[src/rtl/reg_block_mover_if.sv]
// reg_block_mover_if: start/length request, register-file read/write ports and status for the block mover.
// master = the mover itself, slave = the control unit / register file side.
// Build option REG_MOVER_CHECKSUM_EN adds the checksum signal.
interface reg_block_mover_if #(
  parameter int WordLen  = 32,
  parameter int AddrBits = 14
);
  logic                start;
  logic [AddrBits-1:0] src_base;
  logic [AddrBits-1:0] dst_base;
  logic [AddrBits:0]   len;
  logic [AddrBits-1:0] rf_read_addr;
  logic [WordLen-1:0]  rf_read_data;
  logic                rf_write_en;
  logic [AddrBits-1:0] rf_write_addr;
  logic [WordLen-1:0]  rf_write_data;
  logic                busy;
  logic                done;
`ifdef REG_MOVER_CHECKSUM_EN
  logic [WordLen-1:0]  checksum;
`endif

  modport master (
    input  start, src_base, dst_base, len, rf_read_data,
    output rf_read_addr, rf_write_en, rf_write_addr, rf_write_data, busy, done
`ifdef REG_MOVER_CHECKSUM_EN
    , output checksum
`endif
  );

  modport slave (
    output start, src_base, dst_base, len, rf_read_data,
    input  rf_read_addr, rf_write_en, rf_write_addr, rf_write_data, busy, done
`ifdef REG_MOVER_CHECKSUM_EN
    , input checksum
`endif
  );
endinterface

[src/rtl/reg_block_mover.sv]
// reg_block_mover: copies len register-file words src->dst with memmove semantics, one word per cycle.
// Latency: done pulses len+1 cycles after the accepting edge (1 cycle for len=0); start while busy is ignored.
// Build option REG_MOVER_CHECKSUM_EN adds an XOR checksum of every word read during the move.
module reg_block_mover #(
  parameter int WordLen  = 32,
  parameter int AddrBits = 14
) (
  input  logic             clk,
  input  logic             rst_n,
  reg_block_mover_if.master bus
);

  typedef enum logic [1:0] {IDLE, MOVE, FIN} state_e;

  state_e              state_q, state_d;
  logic [AddrBits-1:0] rd_addr_q, rd_addr_d;
  logic [AddrBits-1:0] wr_addr_q, wr_addr_d;
  logic [AddrBits:0]   len_q, len_d;
  logic [AddrBits:0]   cnt_q, cnt_d;
  logic                desc_q, desc_d;
  logic [WordLen-1:0]  wdata_q, wdata_d;
`ifdef REG_MOVER_CHECKSUM_EN
  logic [WordLen-1:0]  csum_q, csum_d;
`endif

  // Direction decision: a forward overlap (destination lands inside the
  // source range) must be copied top-down so sources are read before being
  // overwritten. dst == src gives diff == 0 and runs ascending.
  logic [AddrBits-1:0] diff;
  logic                start_desc;
  logic [AddrBits:0]   len_m1;
  logic [AddrBits-1:0] first_off;
  logic [AddrBits-1:0] step;
  logic                last_word;

  assign diff       = bus.dst_base - bus.src_base;
  assign start_desc = (diff != '0) && ({1'b0, diff} < bus.len);
  assign len_m1     = bus.len - (AddrBits+1)'(1);
  assign first_off  = start_desc ? len_m1[AddrBits-1:0] : '0;
  assign step       = desc_q ? '1 : AddrBits'(1);
  assign last_word  = (cnt_q == (len_q - (AddrBits+1)'(1)));

  // State and datapath registers; reset abandons any transfer in flight.
  always_ff @(posedge clk or negedge rst_n) begin
    if (!rst_n) begin
      state_q   <= IDLE;
      rd_addr_q <= '0;
      wr_addr_q <= '0;
      len_q     <= '0;
      cnt_q     <= '0;
      desc_q    <= 1'b0;
      wdata_q   <= '0;
`ifdef REG_MOVER_CHECKSUM_EN
      csum_q    <= '0;
`endif
    end else begin
      state_q   <= state_d;
      rd_addr_q <= rd_addr_d;
      wr_addr_q <= wr_addr_d;
      len_q     <= len_d;
      cnt_q     <= cnt_d;
      desc_q    <= desc_d;
      wdata_q   <= wdata_d;
`ifdef REG_MOVER_CHECKSUM_EN
      csum_q    <= csum_d;
`endif
    end
  end

  // Next-state logic: accept in IDLE, step one word per MOVE cycle, one FIN cycle.
  always_comb begin
    state_d   = state_q;
    rd_addr_d = rd_addr_q;
    wr_addr_d = wr_addr_q;
    len_d     = len_q;
    cnt_d     = cnt_q;
    desc_d    = desc_q;
    wdata_d   = wdata_q;
`ifdef REG_MOVER_CHECKSUM_EN
    csum_d    = csum_q;
`endif
    case (state_q)
      IDLE: begin
        if (bus.start) begin
          len_d  = bus.len;
          cnt_d  = '0;
          desc_d = start_desc;
`ifdef REG_MOVER_CHECKSUM_EN
          csum_d = '0;
`endif
          if (bus.len != '0) begin
            state_d   = MOVE;
            rd_addr_d = bus.src_base + first_off;
            wr_addr_d = bus.dst_base + first_off;
          end else begin
            // Empty move: addresses keep their previous values.
            state_d = FIN;
          end
        end
      end
      MOVE: begin
        wdata_d = bus.rf_read_data;
`ifdef REG_MOVER_CHECKSUM_EN
        csum_d  = csum_q ^ bus.rf_read_data;
`endif
        cnt_d   = cnt_q + (AddrBits+1)'(1);
        if (last_word) begin
          // Addresses stay on the last word moved.
          state_d = FIN;
        end else begin
          rd_addr_d = rd_addr_q + step;
          wr_addr_d = wr_addr_q + step;
        end
      end
      FIN:     state_d = IDLE;
      default: state_d = IDLE;
    endcase
  end

  // Register 0 is hardwired zero, so its write is dropped but still counted.
  assign bus.rf_read_addr  = rd_addr_q;
  assign bus.rf_write_addr = wr_addr_q;
  assign bus.rf_write_en   = (state_q == MOVE) && (wr_addr_q != '0);
  assign bus.rf_write_data = (state_q == MOVE) ? bus.rf_read_data : wdata_q;
  assign bus.busy          = (state_q != IDLE);
  assign bus.done          = (state_q == FIN);
`ifdef REG_MOVER_CHECKSUM_EN
  assign bus.checksum      = csum_q;
`endif

endmodule

[src/flat_wrapper.sv]
// flat-port wrapper written by rule: the top's interface ports become plain ports
module reg_block_mover_flat 
#(
  parameter int WordLen  = 32,
  parameter int AddrBits = 14
)
  (clk, rst_n, bus_start, bus_src_base, bus_dst_base, bus_len, bus_rf_read_data, bus_rf_read_addr, bus_rf_write_en, bus_rf_write_addr, bus_rf_write_data, bus_busy, bus_done);
  reg_block_mover_if #(.WordLen(WordLen), .AddrBits(AddrBits)) bus_i ();
  input  logic clk;
  input  logic rst_n;
  input wire logic [$bits(bus_i.start)-1:0] bus_start;
  input wire logic [$bits(bus_i.src_base)-1:0] bus_src_base;
  input wire logic [$bits(bus_i.dst_base)-1:0] bus_dst_base;
  input wire logic [$bits(bus_i.len)-1:0] bus_len;
  input wire logic [$bits(bus_i.rf_read_data)-1:0] bus_rf_read_data;
  output wire logic [$bits(bus_i.rf_read_addr)-1:0] bus_rf_read_addr;
  output wire logic [$bits(bus_i.rf_write_en)-1:0] bus_rf_write_en;
  output wire logic [$bits(bus_i.rf_write_addr)-1:0] bus_rf_write_addr;
  output wire logic [$bits(bus_i.rf_write_data)-1:0] bus_rf_write_data;
  output wire logic [$bits(bus_i.busy)-1:0] bus_busy;
  output wire logic [$bits(bus_i.done)-1:0] bus_done;
  assign bus_i.start = bus_start;
  assign bus_i.src_base = bus_src_base;
  assign bus_i.dst_base = bus_dst_base;
  assign bus_i.len = bus_len;
  assign bus_i.rf_read_data = bus_rf_read_data;
  assign bus_rf_read_addr = bus_i.rf_read_addr;
  assign bus_rf_write_en = bus_i.rf_write_en;
  assign bus_rf_write_addr = bus_i.rf_write_addr;
  assign bus_rf_write_data = bus_i.rf_write_data;
  assign bus_busy = bus_i.busy;
  assign bus_done = bus_i.done;
  reg_block_mover #(.WordLen(WordLen), .AddrBits(AddrBits)) u_core (.clk(clk), .rst_n(rst_n), .bus(bus_i));
endmodule
[config.mk]
export PLATFORM = sky130hd
export DESIGN_NAME = reg_block_mover_flat
export DESIGN_NICKNAME = d
export VERILOG_FILES = /design/src/rtl/reg_block_mover_if.sv /design/src/rtl/reg_block_mover.sv /design/src/flat_wrapper.sv
export SDC_FILE = /design/constraint.sdc
export NUM_CORES = 1
export LEC_CHECK = 0
export ABC_CLOCK_PERIOD_IN_PS = 5000
export CORE_ASPECT_RATIO = 1.25
export CORE_MARGIN = 5
export CORE_UTILIZATION = 51
export CTS_CLUSTER_SIZE = 24
export DETAILED_ROUTE_END_ITERATION = 7
export PLACE_DENSITY = 0.77
export SYNTH_ARGS = -nofsm -noshare
export SYNTH_HDL_FRONTEND = slang
export SYNTH_SLANG_ARGS = --single-unit
[constraint.sdc]
create_clock -name clk -period 5 [get_ports clk]
set_input_delay 1.25 -clock clk [delete_from_list [all_inputs] [get_ports clk]]
set_output_delay 1.25 -clock clk [all_outputs]
set_load 0.02 [all_outputs]
==> flow_summary.toml <==
[outcome]
status = "finished with violations"
violations = "negative setup slack"

[placed_design]
place_area_um2 = 11400
dp_slack_ns = -1.72
place.gp.congestion = 0.984
dp.cells = 1533
port_buffers = 140
dp_hpwl_mm = 20.8

[routing]
wl_met2_mm = 14.0
drtIter0Drc = 520
top_layer_used = "met4"
drt_pre_antenna_iters = 7
vias_per_cell = 5.72
drt-total-wl_mm = 27.6
drc = 0
avgRoutedWirePerCell_um = 17.6
num_vias = 8988
ant_nets = 0
wl_met3_mm = 1.73
drt-met1-wl_mm = 10.5

[pwr]
sw_frac_of_total_pct = 47.7
clkPwrFrac_pct = 10.1
p_per_area_nw_per_um2 = 551
combinationalPowerShare_pct = 69.4
ir_worst_vdd_mv = 0.254
power_switching_mw = 3.27
intPower_mw = 3.58
cellLeakagePower_nw = 5.70
power_mw = 6.85
p_seq_share_pct = 20.4

[synthesis]
synth_top_area_share_pct = 28.3
synth_edf_count = 0
syn_inst = 1037
ys_warn_count = 0
synth.distinct_cells = 79
synth-seq-cells = 93
syn-num-nets = 1193
synth_seq_area_share_pct = 28.3
async_reset_ff_share_pct = 100
postSynthAreaPerCell_um2 = 7.94
yosys.area.top_type = "dfrtp_1"
synth_top_flop_cell = "dfrtp_1"
synth_area_leaders = "dfrtp_1 28%, ha_1 11%, nand2_1 8.3%"
syn_area_um2 = 8230

[timing]
finalSetupViolCount = 21
final-max-slew-violation-count = 0
rsz0062_at_grt = "yes"
final-hold-violation-count = 0
max_slew_margin_pct = 43.5
tightest_slew_ns = 0.845
fin_crit_sh_pct = 114
worst_slack_ns = -0.687
setup_tns_ns = -10.98
fin_worst_skew_ns = 0.0169
max_freq_ghz = 0.176
post-route-min-period_ns = 5.69

[clocking]
cts_max_path_buffers = 2
worstSkewPairLatency_ns = 0.36
cts_made_buffers = 9
cts_tree = "built"
h-tree-depth = 3
clk_root_buffer_cell = "clkbuf_16"
path_clk_slew_ns = 0.07
clock-sinks = 93
cts_hold_buf = 0

[layout]
synthToLayoutAreaGrowth_pct = 51.0
fillers = 1135
finalNetCount = 1506
drive_gt1_share_pct = 26.6
num_antenna_cells = 0
fin_area_um2 = 12400
fin_cells = 1571

[floorplan]
rows = 52
io_pins = 141
die-height_um = 152
design.die.area_um2 = 18800
core_um2 = 16000
start_util_pct = 51.4
die_x_um = 124

[global_routing]
grt_max_degree = 64
globalRouteOverflowTotal = 0
grt_pass1_vias = 9043
antenna_found_initial = 0
grt_pass1_wl_mm = 43.4
grt_usage_pct = 28.4

[hold_path]
hold_path_class = "reg2reg"

[critical_path]
crit_arrival_ns = 5.95
end_kind = "register"
crit_type = "in2reg"
cp_max_fo = 6
start_kind = "input pin"
cp.required_ns = 5.27

[flow_run]
max-cap-violations = 0
[cell families after synthesis]
kind of cell	share of synthesized area [%]
flip-flops	28.3
AND/OR/NAND/NOR	23.8
multiplexers	2.22
XOR/XNOR	7.77
AO/OA/AOI/OAI	20.6
buffers and inverters	4.67
adder cells (fa/ha/maj)	12.7
[metal layers]
layer | vias up | global-route usage [%]
li1 | 4296 | -
met1 | 4276 | 32.8
met2 | 331 | 50.1
met3 | 85 | 4.65
met4 | 0 | 13.1
met5 | - | 0
[worst max-delay path, stage by stage]
cell	delay, ns
dlygate4sd2_1	0.28
ha_4	0.28
nand2_2	0.09
a211oi_4	0.05
buf_4	0.14
o211a_1	0.21
or4_4	0.42
and2_4	0.16
ha_4	0.15
a211o_1	0.33
a211oi_2	0.28
o31ai_4	0.13
or2_4	0.33
nor2_4	0.17
ha_4	0.19
ha_4	0.15
nor2_4	0.05
nand2_1	0.08
nand2_1	0.07
a31oi_1	0.19
o21ai_1	0.15
o21ai_2	0.22
a41oi_2	0.15
xnor2_1	0.17
nand2_1	0.08
a31oi_1	0.17
[worst paths after layout]
check / endpoint / cells past startpoint / from / slack (ns)
max: u_core.bus.rf_read_addr[12] / 26 / bus_dst_base[4] / -0.69
max reg2reg: u_core.bus.rf_write_addr[13] / 14 / u_core.len_q[3] / 0.59
min: u_core.wdata_q[15] / 2 / u_core.wdata_q[15] / 0.47
min reg2reg: u_core.wdata_q[15] / 2 / u_core.wdata_q[15] / 0.47
min in group asynchronous: u_core.len_q[4] / 1 / rst_n / 0.97
max in group asynchronous: u_core.wdata_q[2] / 2 / rst_n / 3.09
[layout by cell type, fill, tap and decap left out, types with 7 or more instances in the layout]
master,n
buf_4,183
nand2_1,182
clkdlybuf4s50_1,113
dfrtp_1,93
nor2_1,72
o21ai_0,57
ha_1,49
inv_1,48
xnor2_1,40
a21oi_1,35
nor3_1,28
xor2_1,28
ha_4,24
o21ai_1,19
a21o_1,16
mux2i_1,16
nand3_1,15
dlygate4sd2_1,15
nand2b_1,14
buf_6,13
inv_2,12
a21boi_0,11
o211ai_1,10
a211oi_1,10
nand4_1,10
nor2b_1,10
a21oi_2,9
nor2_4,9
or3_1,9
clkbuf_16,9
nor4_1,8
a31oi_1,8
and2_1,7
and3_1,7
[synthesized netlist by cell type (3+ instances only)]
| library cell | n |
|---|---|
| a211oi_1 | 16 |
| a21boi_0 | 11 |
| a21o_1 | 16 |
| buf_1 | 5 |
| a22oi_1 | 3 |
| inv_1 | 62 |
| o2111a_1 | 3 |
| nor2_1 | 84 |
| or3_1 | 9 |
| o41ai_1 | 5 |
| nor3_2 | 3 |
| nor2b_1 | 11 |
| o21a_1 | 7 |
| mux2i_1 | 16 |
| fa_1 | 3 |
| o211ai_1 | 10 |
| nand4_1 | 10 |
| ha_1 | 75 |
| nand2b_1 | 16 |
| nor3_1 | 34 |
| a211o_1 | 6 |
| nor4_1 | 8 |
| nand2_1 | 183 |
| xor2_1 | 28 |
| nand3b_1 | 4 |
| nand3_1 | 17 |
| xnor2_1 | 45 |
| a31oi_1 | 11 |
| o21ai_0 | 78 |
| and2_1 | 9 |
| nor3b_1 | 4 |
| dfrtp_1 | 93 |
| and3_1 | 7 |
| clkbuf_1 | 27 |
| o21bai_1 | 4 |
| o31ai_1 | 7 |
| a21oi_1 | 50 |
[registers in the layout, summed over array words and instances (netlist names)]
register	flops
u_core.wdata_q	32
u_core.cnt_q	15
u_core.len_q	15
u_core.bus.rf_read_addr	14
u_core.bus.rf_write_addr	14
u_core.state_q	2
u_core.desc_q	1
[through the flow]
stage	util (%)	hold WS (ns)
after global placement	71.0	0.451
after floorplan	-	0.465
after detailed placement	71.0	0.456
after global routing	77.6	0.494
after CTS	75.6	0.474
final	77.6	0.473
[area by class of cell]
type / instances / area [um^2] / area share (%)
Clock buffer: 9 / 225 / 1.81
Sequential cell: 93 / 2330 / 18.7
Clock inverter: 7 / 75.1 / 0.604
Tap cell: 216 / 270 / 2.18
Inverter: 63 / 251 / 2.02
Multi-Input combinational cell: 848 / 6370 / 51.3
Timing Repair Buffer: 335 / 2900 / 23.4
[power groups by stage]
stage | sequential (mW) | clock (mW) | combinational, mW
finish | 1.40 | 0.694 | 4.76
global route | 1.44 | 0.734 | 5.24
CTS | 1.39 | 0.699 | 4.61
detailed placement | 1.40 | 0 | 4.47
global placement | 1.38 | 0 | 4.34
floorplan | 1.47 | 0 | 2.81
[timing repair]
action / CTS / global route
gates resized for setup: 132 / 57
gates cloned: 1 / 0
setup buffers: 12 / 9
pin swaps: 47 / 42
setup endpoints to repair: 28 / 24
No activity file was read; power rests on OpenSTA's default activity.
